[src/rtl/uc_atualiza_tiros_pkg.sv]
// Shared definitions for the shot-table control units: FSM state codes,
// direction encoding with its unit-step table, and the shot record layout.
package uc_atualiza_tiros_pkg;

  // Default sizing, shared with the shot-registration UC.
  localparam int unsigned N_TIROS_DEF = 8;
  localparam int unsigned COORD_W_DEF = 4;
  localparam int unsigned REG_W_DEF   = 4 + 2 * COORD_W_DEF;

  // Record layout {loaded, dir, x, y}, MSB first, for the default coordinate width.
  localparam int unsigned LOADED_BIT = REG_W_DEF - 1;
  localparam int unsigned DIR_MSB    = REG_W_DEF - 2;
  localparam int unsigned DIR_LSB    = 2 * COORD_W_DEF;
  localparam int unsigned X_MSB      = 2 * COORD_W_DEF - 1;
  localparam int unsigned X_LSB      = COORD_W_DEF;
  localparam int unsigned Y_MSB      = COORD_W_DEF - 1;
  localparam int unsigned Y_LSB      = 0;

  // State codes are visible on db_estado, so the values are fixed.
  typedef enum logic [3:0] {
    StInicial        = 4'd0,
    StEspera         = 4'd1,
    StZeraContador   = 4'd2,
    StLeMemoria      = 4'd3,
    StVerificaLoaded = 4'd4,
    StMove           = 4'd5,
    StEscreve        = 4'd6,
    StEmite          = 4'd7,
    StIncrementa     = 4'd8,
    StFim            = 4'd9
  } estado_e;

  typedef enum logic [2:0] {
    DirN  = 3'd0,
    DirNE = 3'd1,
    DirE  = 3'd2,
    DirSE = 3'd3,
    DirS  = 3'd4,
    DirSW = 3'd5,
    DirW  = 3'd6,
    DirNW = 3'd7
  } dir_e;

  // Unit step along x for a direction code (screen y grows downwards).
  function automatic logic signed [1:0] dir_dx(input logic [2:0] dir);
    logic signed [1:0] dx;
    dx = 2'sd0;
    unique case (dir)
      DirN, DirS:         dx = 2'sd0;
      DirNE, DirE, DirSE: dx = 2'sd1;
      DirSW, DirW, DirNW: dx = -2'sd1;
      default:            dx = 2'sd0;
    endcase
    return dx;
  endfunction

  // Unit step along y for a direction code.
  function automatic logic signed [1:0] dir_dy(input logic [2:0] dir);
    logic signed [1:0] dy;
    dy = 2'sd0;
    unique case (dir)
      DirE, DirW:         dy = 2'sd0;
      DirSE, DirS, DirSW: dy = 2'sd1;
      DirN, DirNE, DirNW: dy = -2'sd1;
      default:            dy = 2'sd0;
    endcase
    return dy;
  endfunction

endpackage

[src/rtl/calc_movimento_tiro.sv]
// Combinational one-step shot mover: applies the direction's unit step and
// flags results that leave the screen (no wrap-around).
module calc_movimento_tiro
  import uc_atualiza_tiros_pkg::*;
#(
  parameter int unsigned COORD_W = COORD_W_DEF
) (
  input  logic [2:0]         dir_i,
  input  logic [COORD_W-1:0] x_i,
  input  logic [COORD_W-1:0] y_i,
  output logic [COORD_W-1:0] nx_o,
  output logic [COORD_W-1:0] ny_o,
  output logic               fora_tela_o
);

  logic signed [1:0]       dx2, dy2;
  logic signed [COORD_W:0] dx, dy, sx, sy;

  // One extra bit holds both underflow (-1) and overflow (2^COORD_W) in its MSB.
  always_comb begin
    dx2         = dir_dx(dir_i);
    dy2         = dir_dy(dir_i);
    dx          = {{(COORD_W - 1){dx2[1]}}, dx2};
    dy          = {{(COORD_W - 1){dy2[1]}}, dy2};
    sx          = $signed({1'b0, x_i}) + dx;
    sy          = $signed({1'b0, y_i}) + dy;
    nx_o        = sx[COORD_W-1:0];
    ny_o        = sy[COORD_W-1:0];
    fora_tela_o = sx[COORD_W] | sy[COORD_W];
  end

endmodule

[src/rtl/uc_atualiza_tiros.sv]
// Shot-update control unit: once per iniciar, walks every shot slot, moves
// loaded shots one step, writes them back (cleared if off-screen) and hands
// surviving shots to the frame generator over valid/ready.
module uc_atualiza_tiros
  import uc_atualiza_tiros_pkg::*;
#(
  parameter int unsigned N_TIROS = N_TIROS_DEF,
  parameter int unsigned COORD_W = COORD_W_DEF,
  parameter int unsigned REG_W   = 4 + 2 * COORD_W,
  parameter int unsigned AW      = $clog2(N_TIROS)
) (
  input  logic               clock,
  input  logic               reset,
  input  logic               iniciar,
  output logic [AW-1:0]      mem_addr,
  input  logic [REG_W-1:0]   mem_rd_data,
  output logic               mem_we,
  output logic [REG_W-1:0]   mem_wr_data,
  output logic               tiro_valid,
  input  logic               tiro_ready,
  output logic [COORD_W-1:0] tiro_x,
  output logic [COORD_W-1:0] tiro_y,
  output logic               pronto,
  output logic [3:0]         db_estado
);

  // Record layout for this instance's coordinate width.
  localparam int unsigned LoadedBit = REG_W - 1;
  localparam int unsigned DirMsb    = REG_W - 2;
  localparam int unsigned DirLsb    = 2 * COORD_W;
  localparam int unsigned XMsb      = 2 * COORD_W - 1;
  localparam int unsigned XLsb      = COORD_W;
  localparam int unsigned YMsb      = COORD_W - 1;
  localparam logic [AW-1:0] LastSlot = AW'(N_TIROS - 1);

  estado_e state_q, state_d;

  logic [AW-1:0]      cnt_q, cnt_d;
  logic [2:0]         dir_q, dir_d;
  logic [COORD_W-1:0] x_q, x_d, y_q, y_d;
  logic [COORD_W-1:0] nx_q, nx_d, ny_q, ny_d;
  logic               fora_q, fora_d;

  logic [COORD_W-1:0] calc_nx, calc_ny;
  logic               calc_fora;

  calc_movimento_tiro #(
    .COORD_W (COORD_W)
  ) u_calc (
    .dir_i       (dir_q),
    .x_i         (x_q),
    .y_i         (y_q),
    .nx_o        (calc_nx),
    .ny_o        (calc_ny),
    .fora_tela_o (calc_fora)
  );

  // State register; reset wins over any in-flight pass.
  always_ff @(posedge clock) begin
    if (reset) begin
      state_q <= StInicial;
    end else begin
      state_q <= state_d;
    end
  end

  // Next-state logic.
  always_comb begin
    state_d = state_q;
    unique case (state_q)
      StInicial:        state_d = StEspera;
      StEspera:         if (iniciar) state_d = StZeraContador;
      StZeraContador:   state_d = StLeMemoria;
      StLeMemoria:      state_d = StVerificaLoaded;
      StVerificaLoaded: state_d = mem_rd_data[LoadedBit] ? StMove : StIncrementa;
      StMove:           state_d = StEscreve;
      StEscreve:        state_d = fora_q ? StIncrementa : StEmite;
      StEmite:          if (tiro_ready) state_d = StIncrementa;
      StIncrementa:     state_d = (cnt_q == LastSlot) ? StFim : StLeMemoria;
      StFim:            state_d = StEspera;
      default:          state_d = StInicial;
    endcase
  end

  // Datapath registers: slot counter, latched record and moved position.
  always_ff @(posedge clock) begin
    if (reset) begin
      cnt_q  <= '0;
      dir_q  <= '0;
      x_q    <= '0;
      y_q    <= '0;
      nx_q   <= '0;
      ny_q   <= '0;
      fora_q <= 1'b0;
    end else begin
      cnt_q  <= cnt_d;
      dir_q  <= dir_d;
      x_q    <= x_d;
      y_q    <= y_d;
      nx_q   <= nx_d;
      ny_q   <= ny_d;
      fora_q <= fora_d;
    end
  end

  // Datapath next-state: RAM data is captured in verifica, movement in move.
  always_comb begin
    cnt_d  = cnt_q;
    dir_d  = dir_q;
    x_d    = x_q;
    y_d    = y_q;
    nx_d   = nx_q;
    ny_d   = ny_q;
    fora_d = fora_q;
    unique case (state_q)
      StZeraContador: cnt_d = '0;
      StVerificaLoaded: begin
        dir_d = mem_rd_data[DirMsb:DirLsb];
        x_d   = mem_rd_data[XMsb:XLsb];
        y_d   = mem_rd_data[YMsb:0];
      end
      StMove: begin
        nx_d   = calc_nx;
        ny_d   = calc_ny;
        fora_d = calc_fora;
      end
      StIncrementa: if (cnt_q != LastSlot) cnt_d = cnt_q + AW'(1);
      default: ;
    endcase
  end

  // Moore outputs decoded from the current state.
  always_comb begin
    mem_addr    = '0;
    mem_we      = 1'b0;
    mem_wr_data = '0;
    tiro_valid  = 1'b0;
    tiro_x      = '0;
    tiro_y      = '0;
    pronto      = 1'b0;
    db_estado   = state_q;
    if (state_q != StInicial && state_q != StEspera) mem_addr = cnt_q;
    unique case (state_q)
      StEscreve: begin
        mem_we = 1'b1;
        // Off-screen shots are written back as an empty slot.
        if (!fora_q) mem_wr_data = {1'b1, dir_q, nx_q, ny_q};
      end
      StEmite: begin
        tiro_valid = 1'b1;
        tiro_x     = nx_q;
        tiro_y     = ny_q;
      end
      StFim:   pronto = 1'b1;
      default: ;
    endcase
  end

endmodule

[config.mk]
export PLATFORM = sky130hd
export DESIGN_NAME = uc_atualiza_tiros
export DESIGN_NICKNAME = d
export VERILOG_FILES = /design/src/rtl/uc_atualiza_tiros_pkg.sv /design/src/rtl/calc_movimento_tiro.sv /design/src/rtl/uc_atualiza_tiros.sv
export SDC_FILE = /design/constraint.sdc
export NUM_CORES = 1
export LEC_CHECK = 0
export BUFFER_PORTS_ARGS = -buffer_cell sky130_fd_sc_hd__clkbuf_2
export CELL_PAD_IN_SITES_DETAIL_PLACEMENT = 0
export CELL_PAD_IN_SITES_GLOBAL_PLACEMENT = 1
export CORE_MARGIN = 2
export CORE_UTILIZATION = 43
export CTS_BUF_LIST = sky130_fd_sc_hd__clkbuf_2 sky130_fd_sc_hd__clkbuf_4 sky130_fd_sc_hd__clkbuf_8
export CTS_CLUSTER_DIAMETER = 80
export DETAILED_ROUTE_END_ITERATION = 10
export PLACE_DENSITY_LB_ADDON = 0.1
export SLEW_MARGIN = 20
export SYNTH_ARGS = -nofsm -noshare
export SYNTH_HDL_FRONTEND = slang
export SYNTH_SLANG_ARGS = --single-unit
[constraint.sdc]
create_clock -name clock -period 4.8 [get_ports clock]
set_clock_uncertainty 0.1 [all_clocks]
set_input_delay 0.72 -clock clock [delete_from_list [all_inputs] [get_ports clock]]
set_output_delay 0.72 -clock clock [all_outputs]
set_load 0.005 [all_outputs]
# == Word-level counts from Yosys, hierarchy flattened ==
# Memories as Yosys holds them, arrays and structs flattened. A register that Yosys moved wholly into a read port is not among the register bits.
# Cells that the tools add are included.
# op_classes
muxes,20
n_reduce_logical,7
n_eq_ne,15
add_sub_neg,3
bitwise_logic,1
# op_table
operator,count
$pmux W4 S9,1
$mux W4,7
$mux W12,2
$mux W3,6
$eq A4 B3 Y1 const B,4
$add A5 B2 Y5,2
$eq A4 B2 Y1 const B,2
$eq A4 B4 Y1 const B,2
$ne A2 B2 Y1 const B,3
$pmux W3 S2,1
$eq A4 B1 Y1 const B,1
$logic_not A4 Y1,1
$ne A4 B1 Y1 const B,1
$reduce_and A2 Y1,2
$reduce_bool A4 Y1,1
$add A3 B1 Y3 const B,1
$eq A3 B3 Y1 const B,1
$mux W1,3
$ne A3 B3 Y1 const B,1
$reduce_bool A2 Y1,1
$reduce_or A2 Y1,1
$logic_and A1 B1 Y1,1
$or A1 B1 Y1,1
# totals
mem_bits_ro,32
elab_cells,56
n_memories,2
reg_bits,27
# memory_table
name,depth,word_bits,read_ports,rd_ports_with_merged_regs,write_ports,line,rtl
(name not given),8,2,1,1,0,uc_atualiza_tiros_pkg.sv:48,unique case (dir)
(name not given),8,2,1,1,0,uc_atualiza_tiros_pkg.sv:61,unique case (dir)

# == Logic depth before layout (Yosys ltp) ==
# logic_depth
word_depth,3
depth_mapped,7
depth_no_buf,7

# == By module ==
# A second synthesis with hierarchy kept.
# unflattened
cells_unflattened,221
hier_area_um2,1696.6
# by_module_without_submodules
module,seq_area_each_um2,area_per_inst_um2,cells_per_inst,n_inst
uc_atualiza_tiros,540.5,1322.5,175,1
calc_movimento_tiro,0.0,374.1,46,1

# == Worst setup path before layout ==
# No wires, ideal clock.
# synth_timing
path_kind,register to output
start,"reg state_q[2], in the netlist db_estado[2]"
end,out mem_wr_data[10]
t_arrival_ps,1514
setup_slack_ps,2466
stages_incl_launch_ff,6
path_buffers,2
required_time_ps,3980
cell_sequence,dfxtp_1 -> buf_2 -> or3b_2 -> nor3b_2 -> buf_2 -> and2_1
# synth_between
elab_chain_len,2
# synth_rtl
element,line,rtl
"start, declared",uc_atualiza_tiros.sv:36,"estado_e state_q, state_d;"
"start signal, assigned",uc_atualiza_tiros.sv:61,state_q <= StInicial;
"start signal, assigned",uc_atualiza_tiros.sv:63,state_q <= state_d;
$eq A4 B3 Y1,uc_atualiza_tiros.sv:143,unique case (state_q)
$mux W12,uc_atualiza_tiros.sv:143,
"end, declared",uc_atualiza_tiros.sv:18,"output logic [REG_W-1:0] mem_wr_data,"
# No other way between the ends.

# == Final worst setup path ==
# layout_timing
start,"reg state_q[2], in the netlist db_estado[2]"
end,out mem_wr_data[9]
# The elaborated chain is that of the path after synthesis.

==> run metrics <==
Pwr Density=254.9 mW/mm²; Max stage delay on crit path=570 ps; drt drc=0; htree depth=2; most frequent cells in the layout=45 x clkbuf_2, 31 x dfxtp_1, 30 x nand2_1; Initial DRC Count=70; Pins Over Slew Limit=0; worst reg-to-reg setup slack=roughly 2800 ps; Routed Antenna Nets=0; FF-to-FF End=u_calc.dy2[1]; area of placed instances=0.002029 mm²; post-DP HPWL=approximately 2800 µm; crit path time final=3034 ps; port buffer count=45; Num CTS Buffers=5; synth top area cells=dfxtp_1 35%, ha_1 7.0%, and2_1 6.6%; Setup WS pre-CTS=2075 ps; # IOs=46; clk sinks=31; post-synthesis mux area share=around 3.3%; Routed WL=between 3000 and 4000 µm; slew at the pin closest to its max-slew limit=about 730 ps; Fill cells=397; Pleak=0.9005 nW; count of different cell masters after synthesis=42; largest family of logic cells by synthesized area=simple AND/OR/NAND/NOR gates; Setup TNS=0 ps; Max-Cap Viols=0; CP Max Fanout=13; cell taking the most area after synthesis=dfxtp_1; vias in the first global route=around 1.3k; Vias=1574; Core Box Area=0.004000 mm²; Slew headroom=between 50% and 60%; most common cell after layout, fill and taps aside=clkbuf_2; Via density=5.061; Reg-to-Reg Start=db_estado[3]; register area share after synthesis=about a third; CP Class=reg -> out; FF+latch count, synth=31; number of synthesized flops with an enable pin=0; Design Area, Final=0.002122 mm²; RSZ-0062 raised after global routing=no; first-pass detailed-route iteration total=4; Hold WS=355.9 ps; CP Cell Sequence=or3b_2 -> nor3b_2 -> and2_1 -> clkbuf_2; Final Hold Fails=0; CTS resizes=0; Post-synth ARST share=0%; ANT cells=0; Layout Nets=~290; CP max-delay cell=nor3b_2; Reg clk slew, reported paths=roughly 60 ps; Clock Root Buffer=clkbuf_8; remaining global-route overflow=0; Synth Cell Area=0.001797 mm²; post-synthesis xor/xnor area fraction=0.9749%; post-CTS setup buffer count=0; Arr. time, crit path=2210 ps; worst hold path type=reg -> reg; CTS Hold Buffers Added=0; predominant post-synthesis flop cell=dfxtp_1; outcome=finished clean; Post-Synth Adder-Cell Area=under 10%; hold_sp=nx_q[2]; achievable clock frequency=0.3296 GHz; syn_nets=249; area grow syn2layout=18.11%; VDD IR-drop max=around 0.00014 V; WP data required=roughly 4000 ps; post-synthesis compound-gate area fraction=14.21%; RePlAce Congestion=0.7917; worst setup path start=db_estado[2]; clk_lat worst skew=roughly 270 ps; largest net degree at the start of global routing=35; Synth Area in Simple Gates=between 30% and 40%; CTS tree=yes; wire per inst=12.13 µm; Final Cycle Share=between 60% and 70%; initial antenna violation count=0; CP startpoint kind=flip-flop; die area=0.004711 mm²; Post-Synthesis Cells=221; top cell type's share of synthesized area=34.54%; CP endpoint kind=primary output; fraction of layout cells with a size suffix above 1=around 23%; die height=approximately 70 µm; Die X=68.64 µm; Initial Util=approximately 45%; number of synthesis warnings=0; R2R cell count=5; Max Buffers Root-to-Sink=2; Worst Setup Slack, final=between 1500 and 2000 ps; final setup vio count=0; Syn Area/Cell=8.130 µm²; GRT Util Overall=17.40%; Setup crit end=mem_wr_data[9]; row count=23; global-route wire length before repair=6099 µm
## state kept, by name, indices dropped and copies added (netlist names), 2 cells and up
signal	flops
db_estado	4
nx_q	4
ny_q	4
x_q	4
y_q	4
cnt_q	3
dir_q	3
u_calc.dx2	2
u_calc.dy2	2
## kinds of logic (layout without fill, tap and decap cells)
family / count (synthesis) / after routing
muxes: 6 / 6
AOI/OAI and AO/OA: 41 / 41
and+or+nand+nor: 107 / 107
xor gates and xnor gates: 2 / 2
DFF: 31 / 31
adders and majority gates: 12 / 12
buffers and inverters: 22 / 62
## stage by stage
| step | instances | utilization (%) | total power [mW] |
|---|---|---|---|
| 2_1_floorplan | 221 | - | 0.3259 |
| 3_3_place_gp | 304 | 50.74 | 0.3445 |
| 3_5_place_dp | 304 | 50.74 | 0.3447 |
| 4_1_cts | 311 | 52.92 | 0.5481 |
| 5_1_grt | 311 | 53.05 | 0.5681 |
| 6_report | 311 | 53.05 | 0.5410 |
## cells in the mapped netlist (all sizes together) (2+ instances only)
| cell | number |
|---|---|
| dfxtp | 31 |
| nand2 | 30 |
| a21oi | 21 |
| and2 | 19 |
| nor2 | 17 |
| ha | 10 |
| inv | 9 |
| clkbuf | 8 |
| mux2i | 6 |
| nand2b | 6 |
| nor2b | 6 |
| nor3 | 6 |
| buf | 5 |
| nand3b | 5 |
| nand3 | 4 |
| o21ai | 4 |
| a211oi | 3 |
| o2111ai | 3 |
| a21o | 2 |
| and3 | 2 |
| fa | 2 |
| nand4b | 2 |
| nor3b | 2 |
| nor4b | 2 |
| o31ai | 2 |
| or4 | 2 |
| xnor2 | 2 |
## cell type report
type,instances,area [µm²],area share (%)
clock inverter,1,5.005,0.2358
multi-input combinational,168,1085,51.12
inverter,9,33.78,1.592
clock buffer,6,82.58,3.892
timing repair buffer,46,232.7,10.97
tap,50,62.56,2.948
sequential,31,620.6,29.25
## power by group
part / switching [mW] / leakage [nW] / internal (mW) / total, mW
Clock: 0.0890 / 0.0470 / 0.112 / 0.201
Combinational: 0.0338 / 0.603 / 0.0277 / 0.0616
Sequential: 0.0138 / 0.251 / 0.264 / 0.278
## routing by layer
metal	global-route usage (%)	part of all wire [%]	vias to the layer above
met4	5.750	0.56	0
met5	0	0	-
met1	24.65	53	679
li1	-	-	839
met2	24.28	40	54
met3	6.169	6.9	2
## how the worst min path moves through the flow
stage                         end  slack [ps]  cells after the start
after global routing      ny_q[2]         380                      2
after floorplan           nx_q[2]         340                      2
after CTS                 nx_q[2]         360                      2
final                     nx_q[2]         360                      2
after detailed placement  nx_q[2]         350                      2
after global placement    ny_q[2]         350                      2
## critical path, delay by kind of cell (launching register included)
family,cells,cell delay [ps]
simple gates,3,1290
flops,1,540
buf+inv,1,110
(Power assumes the default switching activity.)
